==> src/rtl/fifo_arb_pkg.sv <==
// Shared types and width helpers for the FIFO write-port arbiter.
// Also usable by the read-side scheduler.
package fifo_arb_pkg;

    typedef enum logic {
        IDLE  = 1'b0,
        BURST = 1'b1
    } arb_state_t;

    function automatic int clog2(input int n);
        int r;
        r = 0;
        while ((1 << r) < n) r++;
        return r;
    endfunction

    // Index width never drops below one bit, even for a single requester.
    function automatic int id_width(input int n);
        return (n < 2) ? 1 : clog2(n);
    endfunction

    // One spare bit so the counter can hold MAXBURST itself.
    function automatic int cnt_width(input int m);
        return clog2(m) + 1;
    endfunction

    localparam int DATAWIDTH_DEF = 8;
    localparam int NREQ_DEF      = 4;
    localparam int MAXBURST_DEF  = 4;
    localparam int ID_W          = id_width(NREQ_DEF);
    localparam int CNT_W         = cnt_width(MAXBURST_DEF);

endpackage

==> src/rtl/rr_pick.sv <==
// Combinational round-robin picker: first set req bit after ptr,
// wrapping modulo NREQ.
module rr_pick
    import fifo_arb_pkg::*;
#(
    parameter int NREQ = NREQ_DEF,
    parameter int IW   = ID_W
) (
    input  logic [NREQ-1:0] req,
    input  logic [IW-1:0]   ptr,
    output logic            valid,
    output logic [IW-1:0]   idx
);

    int cand;

    // Scan from farthest to nearest so the nearest hit after ptr wins.
    always_comb begin
        valid = |req;
        idx   = '0;
        cand  = 0;
        for (int k = NREQ; k >= 1; k--) begin
            cand = int'(ptr) + k;
            if (cand >= NREQ) cand = cand - NREQ;
            if (req[cand]) idx = IW'(cand);
        end
    end

endmodule

==> src/rtl/fifo_wr_arbiter.sv <==
// Round-robin arbiter sharing the async FIFO write port between
// NREQ requesters with bounded bursts and full-flag stalls.
module fifo_wr_arbiter
    import fifo_arb_pkg::*;
#(
    parameter int Datawidth = DATAWIDTH_DEF,
    parameter int NREQ      = NREQ_DEF,
    parameter int MAXBURST  = MAXBURST_DEF
) (
    input  logic                          clk,
    input  logic                          rst,
    input  logic [NREQ-1:0]               req,
    input  logic [NREQ-1:0]               last,
    input  logic [NREQ*Datawidth-1:0]     data,
    input  logic                          full,
    output logic [NREQ-1:0]               ack,
    output logic [NREQ-1:0]               gnt,
    output logic [id_width(NREQ)-1:0]     grant_id,
    output logic                          busy,
    output logic                          w_en,
    output logic [Datawidth-1:0]          datain
);

    localparam int GID_W  = id_width(NREQ);
    localparam int BCNT_W = cnt_width(MAXBURST);
    localparam logic [BCNT_W-1:0] LAST_BEAT = BCNT_W'(MAXBURST - 1);
    localparam logic [GID_W-1:0]  PTR_RST   = GID_W'(NREQ - 1);

    arb_state_t        state_q, state_d;
    logic [NREQ-1:0]   gnt_d;
    logic [GID_W-1:0]  gid_d;
    logic              busy_d;
    logic [BCNT_W-1:0] cnt_q, cnt_d;
    logic [GID_W-1:0]  ptr_q, ptr_d;

    logic              pick_valid;
    logic [GID_W-1:0]  pick_idx;
    logic              req_g;
    logic              last_g;
    logic              accept;
    logic              burst_end;

    rr_pick #(
        .NREQ (NREQ),
        .IW   (GID_W)
    ) u_pick (
        .req   (req),
        .ptr   (ptr_q),
        .valid (pick_valid),
        .idx   (pick_idx)
    );

    assign req_g  = req[grant_id];
    assign last_g = last[grant_id];

    // Next-state and write-port decode; stall on full freezes everything.
    always_comb begin
        state_d   = state_q;
        gnt_d     = gnt;
        gid_d     = grant_id;
        busy_d    = busy;
        cnt_d     = cnt_q;
        ptr_d     = ptr_q;
        accept    = 1'b0;
        burst_end = 1'b0;
        datain    = '0;
        unique case (state_q)
            IDLE: begin
                if (pick_valid) begin
                    state_d = BURST;
                    gnt_d   = NREQ'(1) << pick_idx;
                    gid_d   = pick_idx;
                    busy_d  = 1'b1;
                    cnt_d   = '0;
                end
            end
            BURST: begin
                accept    = req_g & ~full;
                datain    = data[grant_id*Datawidth +: Datawidth];
                burst_end = (accept & (last_g | (cnt_q == LAST_BEAT)))
                          | (~req_g & ~full);
                if (accept) cnt_d = cnt_q + 1'b1;
                if (burst_end) begin
                    state_d = IDLE;
                    gnt_d   = '0;
                    busy_d  = 1'b0;
                    cnt_d   = '0;
                    ptr_d   = grant_id;
                end
            end
            default: ;
        endcase
        w_en = accept & ~rst;
        ack  = {NREQ{accept & ~rst}} & gnt;
    end

    // Grant, burst and round-robin state registers.
    always_ff @(posedge clk or posedge rst) begin
        if (rst) begin
            state_q  <= IDLE;
            gnt      <= '0;
            grant_id <= '0;
            busy     <= 1'b0;
            cnt_q    <= '0;
            ptr_q    <= PTR_RST;
        end else begin
            state_q  <= state_d;
            gnt      <= gnt_d;
            grant_id <= gid_d;
            busy     <= busy_d;
            cnt_q    <= cnt_d;
            ptr_q    <= ptr_d;
        end
    end

endmodule

==> config.mk <==
export PLATFORM = sky130hd
export DESIGN_NAME = fifo_wr_arbiter
export DESIGN_NICKNAME = d
export VERILOG_FILES = /design/src/rtl/fifo_arb_pkg.sv /design/src/rtl/rr_pick.sv /design/src/rtl/fifo_wr_arbiter.sv
export SDC_FILE = /design/constraint.sdc
export NUM_CORES = 1
export LEC_CHECK = 0
export ABC_AREA = 0
export CAP_MARGIN = 20
export CORE_MARGIN = 8
export CORE_UTILIZATION = 33
export CTS_CLUSTER_SIZE = 8
export DETAILED_ROUTE_END_ITERATION = 6
export PLACE_DENSITY = 0.87
export SLEW_MARGIN = 20
export SYNTH_ARGS = -nofsm -noshare
export SYNTH_HDL_FRONTEND = slang
export SYNTH_HIERARCHICAL = 1
export SYNTH_SLANG_ARGS = --single-unit
==> constraint.sdc <==
create_clock -name clk -period 1.6 [get_ports clk]
set_input_delay 0.24 -clock clk [delete_from_list [all_inputs] [get_ports clk]]
set_output_delay 0.24 -clock clk [all_outputs]
set_load 0.05 [all_outputs]
* Yosys cells after proc, flatten, opt, wreduce, memory -nomap -nowiden
Index checks and enable logic that the tools add are counted.
** Word-level totals
- Output and inout port bits :: 20
- Register bits :: 13
- Word-level logic and storage cells :: 85
- Input port bits :: 43
** Cells by class
- Order comparisons :: 9
- Shift operators :: 2
- Add/subtract/negate cells :: 9
- Mux-type cells :: 39
- Bitwise gates (word level) :: 11
- Equality and inequality tests :: 4
- Reduce and logical (&&, ||, !) cells :: 5
** Operator list (number)
- $ge A32 B4 Y1 const B :: 4
- $lt A32 B4 Y1 const B :: 4
- $mux W32 :: 4
- $sub A32 B4 Y32 const B :: 4
- $shiftx A32 B6 Y8 :: 1
- $mux W1 :: 15
- $bmux W1 S2 :: 6
- $mux W3 :: 3
- $mux W2 :: 4
- $mux W4 :: 2
- $mux W8 :: 1
- $pmux W4 S2 :: 1
- $reduce_and A2 Y1 :: 4
- $add A2 B2 Y3 const B :: 2
- $pmux W3 S2 :: 1
- $add A2 B3 Y4 const B :: 1
- $and A1 B1 Y1 :: 4
- $and A4 B4 Y4 :: 1
- $not A1 Y1 :: 4
- $pmux W1 S2 :: 2
- $reduce_or A4 Y1 :: 1
- $shl A1 B2 Y4 const A :: 1
- $add A2 B1 Y3 const B :: 1
- $add A3 B1 Y3 const B :: 1
- 6 further kinds :: 7

* Depth between registers and ports, before layout
- Depth in word-level cells :: 13
- Gate-level depth with buffers :: 7
- Depth with buffers taken out :: 6

* Hierarchy
Netlist, hierarchy kept.
** By module, submodules not included
- fifo_wr_arbiter :: cells an instance 83, times used 1, area each 892.1 µm², sequential area each 327.8 µm²
- rr_pick :: cells an instance 14, times used 1, area each 91.3 µm², sequential area each 0.0 µm²

* Worst setup path before layout
Ideal clock, no wire load.
- Kind :: flip-flop to output port
- Start point :: reg grant_id[0]
- End point :: out ack[0]
- Data arrival time :: 2370 ps
- Slack :: -1010 ps
- Buffers on the path :: 0
- Data required time :: 1360 ps
- Stages on the path, launching flop included :: 5
- Cell sequence :: dfrtp_1 > mux4_2 > nand2_1 > nor2_1 > and2_1
** Between the ends
- Word-level cells in the longest chain between the ends :: 6
** RTL lines
- start: declaration :: line fifo_wr_arbiter.sv:18 : output logic [id_width(NREQ)-1:0] grant_id,
- start signal: assignment :: line fifo_wr_arbiter.sv:109 : grant_id <= gid_d;
- $bmux W1 S2 :: line fifo_wr_arbiter.sv:53 : assign req_g = req[grant_id];
- $mux W1 (not written as such) :: line fifo_wr_arbiter.sv:53
- $and A1 B1 Y1 :: line fifo_wr_arbiter.sv:78 : accept = req_g & ~full;
- $mux W1 :: line fifo_wr_arbiter.sv:67 : unique case (state_q)
- $and A1 B1 Y1
- net w_en :: line fifo_wr_arbiter.sv:20 : output logic w_en,
- $and A4 B4 Y4 :: line fifo_wr_arbiter.sv:94 : ack = {NREQ{accept & ~rst}} & gnt;
- end: declaration :: line fifo_wr_arbiter.sv:16 : output logic [NREQ-1:0] ack,
The timed path passes the listed nets, and every way through them passes these cells. The select of a mux whose other input is x is not followed.

* Final worst setup path
- Start point :: in req[3]
- End point :: out ack[0]
** Between the ends
- Word-level cells in the longest chain between the ends :: 6
** RTL lines
- start: declaration :: line fifo_wr_arbiter.sv:12 : input logic [NREQ-1:0] req,
- $bmux W1 S2 :: line fifo_wr_arbiter.sv:53
- $mux W1 (not written as such) :: line fifo_wr_arbiter.sv:53
- $and A1 B1 Y1 :: line fifo_wr_arbiter.sv:78
- $mux W1 :: line fifo_wr_arbiter.sv:67
- $and A1 B1 Y1 :: line fifo_wr_arbiter.sv:94
- $and A4 B4 Y4 :: line fifo_wr_arbiter.sv:94
Every way passes these cells. The select of a mux whose other input is x is not followed.

==> flow_metrics.env <==
export IMPL_grt_max_degree=14
export IMPL_worst_slack_ns=-0.350
export IMPL_crit_required_ns=1.36
export IMPL_grt_setup_unrepaired="yes"
export IMPL_place_congestion=0.800
export IMPL_grtUsageTotal_pct=14.8
export IMPL_diodes=0
export IMPL_root_buffer="clkbuf_4"
export IMPL_drc=0
export IMPL_internal_power_mw=1.83
export IMPL_synth_cell_types=24
export IMPL_p_switching_mw=1.65
export IMPL_crit_family="buffers and inverters"
export IMPL_avgSynthCellArea_um2=10.1
export IMPL_cp_num_cells=6
export IMPL_vias_per_cell=5.28
export IMPL_switching_share_pct=47.5
export IMPL_slowest_stage="mux4_2"
export IMPL_dp_slack_ns=-0.348
export IMPL_clock_sinks=13
export IMPL_yosys_area_top_type="dfrtp_1"
export IMPL_area_growth_pct=93.4
export IMPL_die_w_um=70.6
export IMPL_p_clk_share_pct=5.7
export IMPL_synthCells=97
export IMPL_power_frac_seq_pct=18.0
export IMPL_tritoncts="done"
export IMPL_max_stage_delay_ns=0.52
export IMPL_tightest_slew_ns=0.491
export IMPL_finalCriticalPeriod_ns=1.95
export IMPL_ys_ff_latch=13
export IMPL_power_frac_comb_pct=76.3
export IMPL_clock_path_buffers=2
export IMPL_start_util_pct=33.3
export IMPL_clk_pin_slew_ns=0.08
export IMPL_place_inst=198
export IMPL_worstSetupStartpointType="primary input"
export IMPL_dp_hpwl_um=3030
export IMPL_vias=1072
export IMPL_crit_arrival_ns=1.71
export IMPL_final_antenna_net_count=0
export IMPL_synth_edff_count=0
export IMPL_path_cells="clkdlybuf4s50_1, mux4_2, nand2_2, nor2_4, and2_4, buf_12"
export IMPL_clkLatencyLatePin_ns=0.27
export IMPL_fin_worst_skew_ns=0.00512
export IMPL_cts_max_level=1
export IMPL_max_freq_mhz=513
export IMPL_drt_iter0_drc=30
export IMPL_cts_buffers=3
export IMPL_row_count=20
export IMPL_failed_checks="negative setup slack"
export IMPL_drive_gt1_share_pct=42.4
export IMPL_cp_end_kind="output pin"
export IMPL_final_nets=216
export IMPL_synthMostInstantiatedCell="and2_1"
export IMPL_grt_antenna_before_repair=0
export IMPL_overflow=0
export IMPL_routed_wl_um=3660
export IMPL_grt_pass1_vias=1152
export IMPL_vdd_drop_max_mv=0.806
export IMPL_synthTopCellsByArea="dfrtp_1, mux4_2, and2_1"
export IMPL_async_flop_share_pct=100
export IMPL_synth_flop_cell="dfrtp_1"
export IMPL_relSlewSlack_pct=67.2
export IMPL_fp_dieArea_um2=4980
export IMPL_synth_commonest_cells="and2_1, dfrtp_1, nand2_1"
export IMPL_pin_count=63
export IMPL_syn_cell_area_um2=983
export IMPL_hold_path_class="primary input to async pin"
export IMPL_status="complete, but fails checks"
export IMPL_chipHeight_um=70.6
export IMPL_ys_seq_area_share_pct=33.3
export IMPL_final_max_slew_viol_count=0
export IMPL_p_total_mw=3.47
export IMPL_instances_no_fill=203
export IMPL_r2r_cells=6
export IMPL_synth_top_area_share_pct=28.0
export IMPL_yosys_warnings=6
export IMPL_power_density_nw_per_um2=1830
export IMPL_grt_first_pass_wirelength_um=5990
export IMPL_wl_per_cell_um=18.0
export IMPL_cap_violations=0
export IMPL_p_leak_nw=0.803
export IMPL_first_pass_iters=4
export IMPL_final_period_utilization_pct=122
export IMPL_finalSetupViolations=21
export IMPL_port_buffers=62
export IMPL_synth_nets=142
export IMPL_postLayoutCellArea_um2=1900
export IMPL_cp_num_buf_inv=2
export IMPL_post_dp_cell_area_um2=1800
export IMPL_coreArea_um2=2950
export IMPL_path_class="primary input to output pin"
export IMPL_hold_violations=0
export IMPL_ff2ff_setup_slack_ns=-0.09
export IMPL_cp_max_fo=5
cell families (layout without fill, tap and decap cells):
family | Yosys count | in the layout | share of synthesized area [%]
DFF | 13 | 13 | 33.3
muxes | 14 | 14 | 26.7
adders and majority gates | 2 | 2 | 2.54
buffers and inverters | 13 | 86 | 5.22
AOI/OAI and AO/OA | 17 | 17 | 12.2
and+or+nand+nor | 38 | 38 | 20.0
worst register-to-register path: stages (launching register included):
cell and delay, ns:
dfrtp_2 0.45, buf_12 0.16, buf_4 0.15, mux2i_1 0.12, a22oi_1 0.23, o21a_2 0.21, mux2_4 0.30
cell type report:
| type | instances | area (um2) |
|---|---|---|
| fill | 212 | 1050 |
| timing repair buffer | 74 | 811 |
| multi-input combinational | 71 | 663 |
| sequential | 13 | 330 |
| tap | 33 | 41.3 |
| inverter | 8 | 30.0 |
| clock buffer | 4 | 26.3 |
flip-flops by register name, summed over array words and instances (netlist names):
register and count:
busy 1, ptr_q 2, state_q 1, grant_id 2, cnt_q 3, gnt 4
routing by layer:
metal  GRT usage, %  vias to the layer above  share of wire [%]
met1           17.0                      522                 43
met2           26.4                       58                 48
met5              0                        -                  0
li1               -                      488                  -
met3           4.66                        4                8.2
met4           2.77                        0               0.85
cell usage in the layout, fill, tap and decap left out, types with 2 or more instances in the layout:
cell type,count
nand2_1,10
buf_4,13
o21ai_1,3
buf_12,9
and2_2,7
a21oi_1,2
mux4_2,9
clkdlybuf4s50_1,42
mux2_4,2
o32ai_2,3
buf_6,10
ha_1,2
mux2i_1,3
nor2_1,5
inv_1,8
dfrtp_1,9
and2_4,5
clkbuf_4,3
nor2b_1,3
o21ai_0,2
dfrtp_2,2
nand2b_1,4
dfstp_2,2
final timing paths:
| kind | end | startpoint |
|---|---|---|
| max | ack[0] | req[3] |
| min | grant_id[1] | rst |
| max reg2reg | ptr_q[1] | grant_id[0] |
| min reg2reg | cnt_q[2] | cnt_q[2] |
| max in group asynchronous | grant_id[0] | rst |
| min in group clk | cnt_q[2] | cnt_q[2] |
stage by stage:
step	hold slack [ns]	TNS (ns)	util [%]
after floorplan	0.115	-3.40	-
after global placement	0.466	-4.68	61.0
after detailed placement	0.488	-5.31	61.0
after CTS	0.409	-5.53	64.2
after global routing	0.427	-6.58	64.4
final	0.394	-4.79	64.4
timing repair:
item,CTS,global route
resized for setup,16,3
hold buffers,0,0
setup buffers,1,0
setup endpoints to repair,21,24
pin swaps,2,0
power by group through the flow:
stage          sequential [mW]  clock [mW]  combinational [mW]
4_1_cts                  0.629       0.205                2.64
6_report                 0.625       0.198                2.65
3_5_place_dp             0.635           0                2.46
2_1_floorplan            0.881           0                1.32
3_3_place_gp             0.627           0                2.41
5_1_grt                  0.649       0.227                2.79
Power figures use the tool's default switching activity.
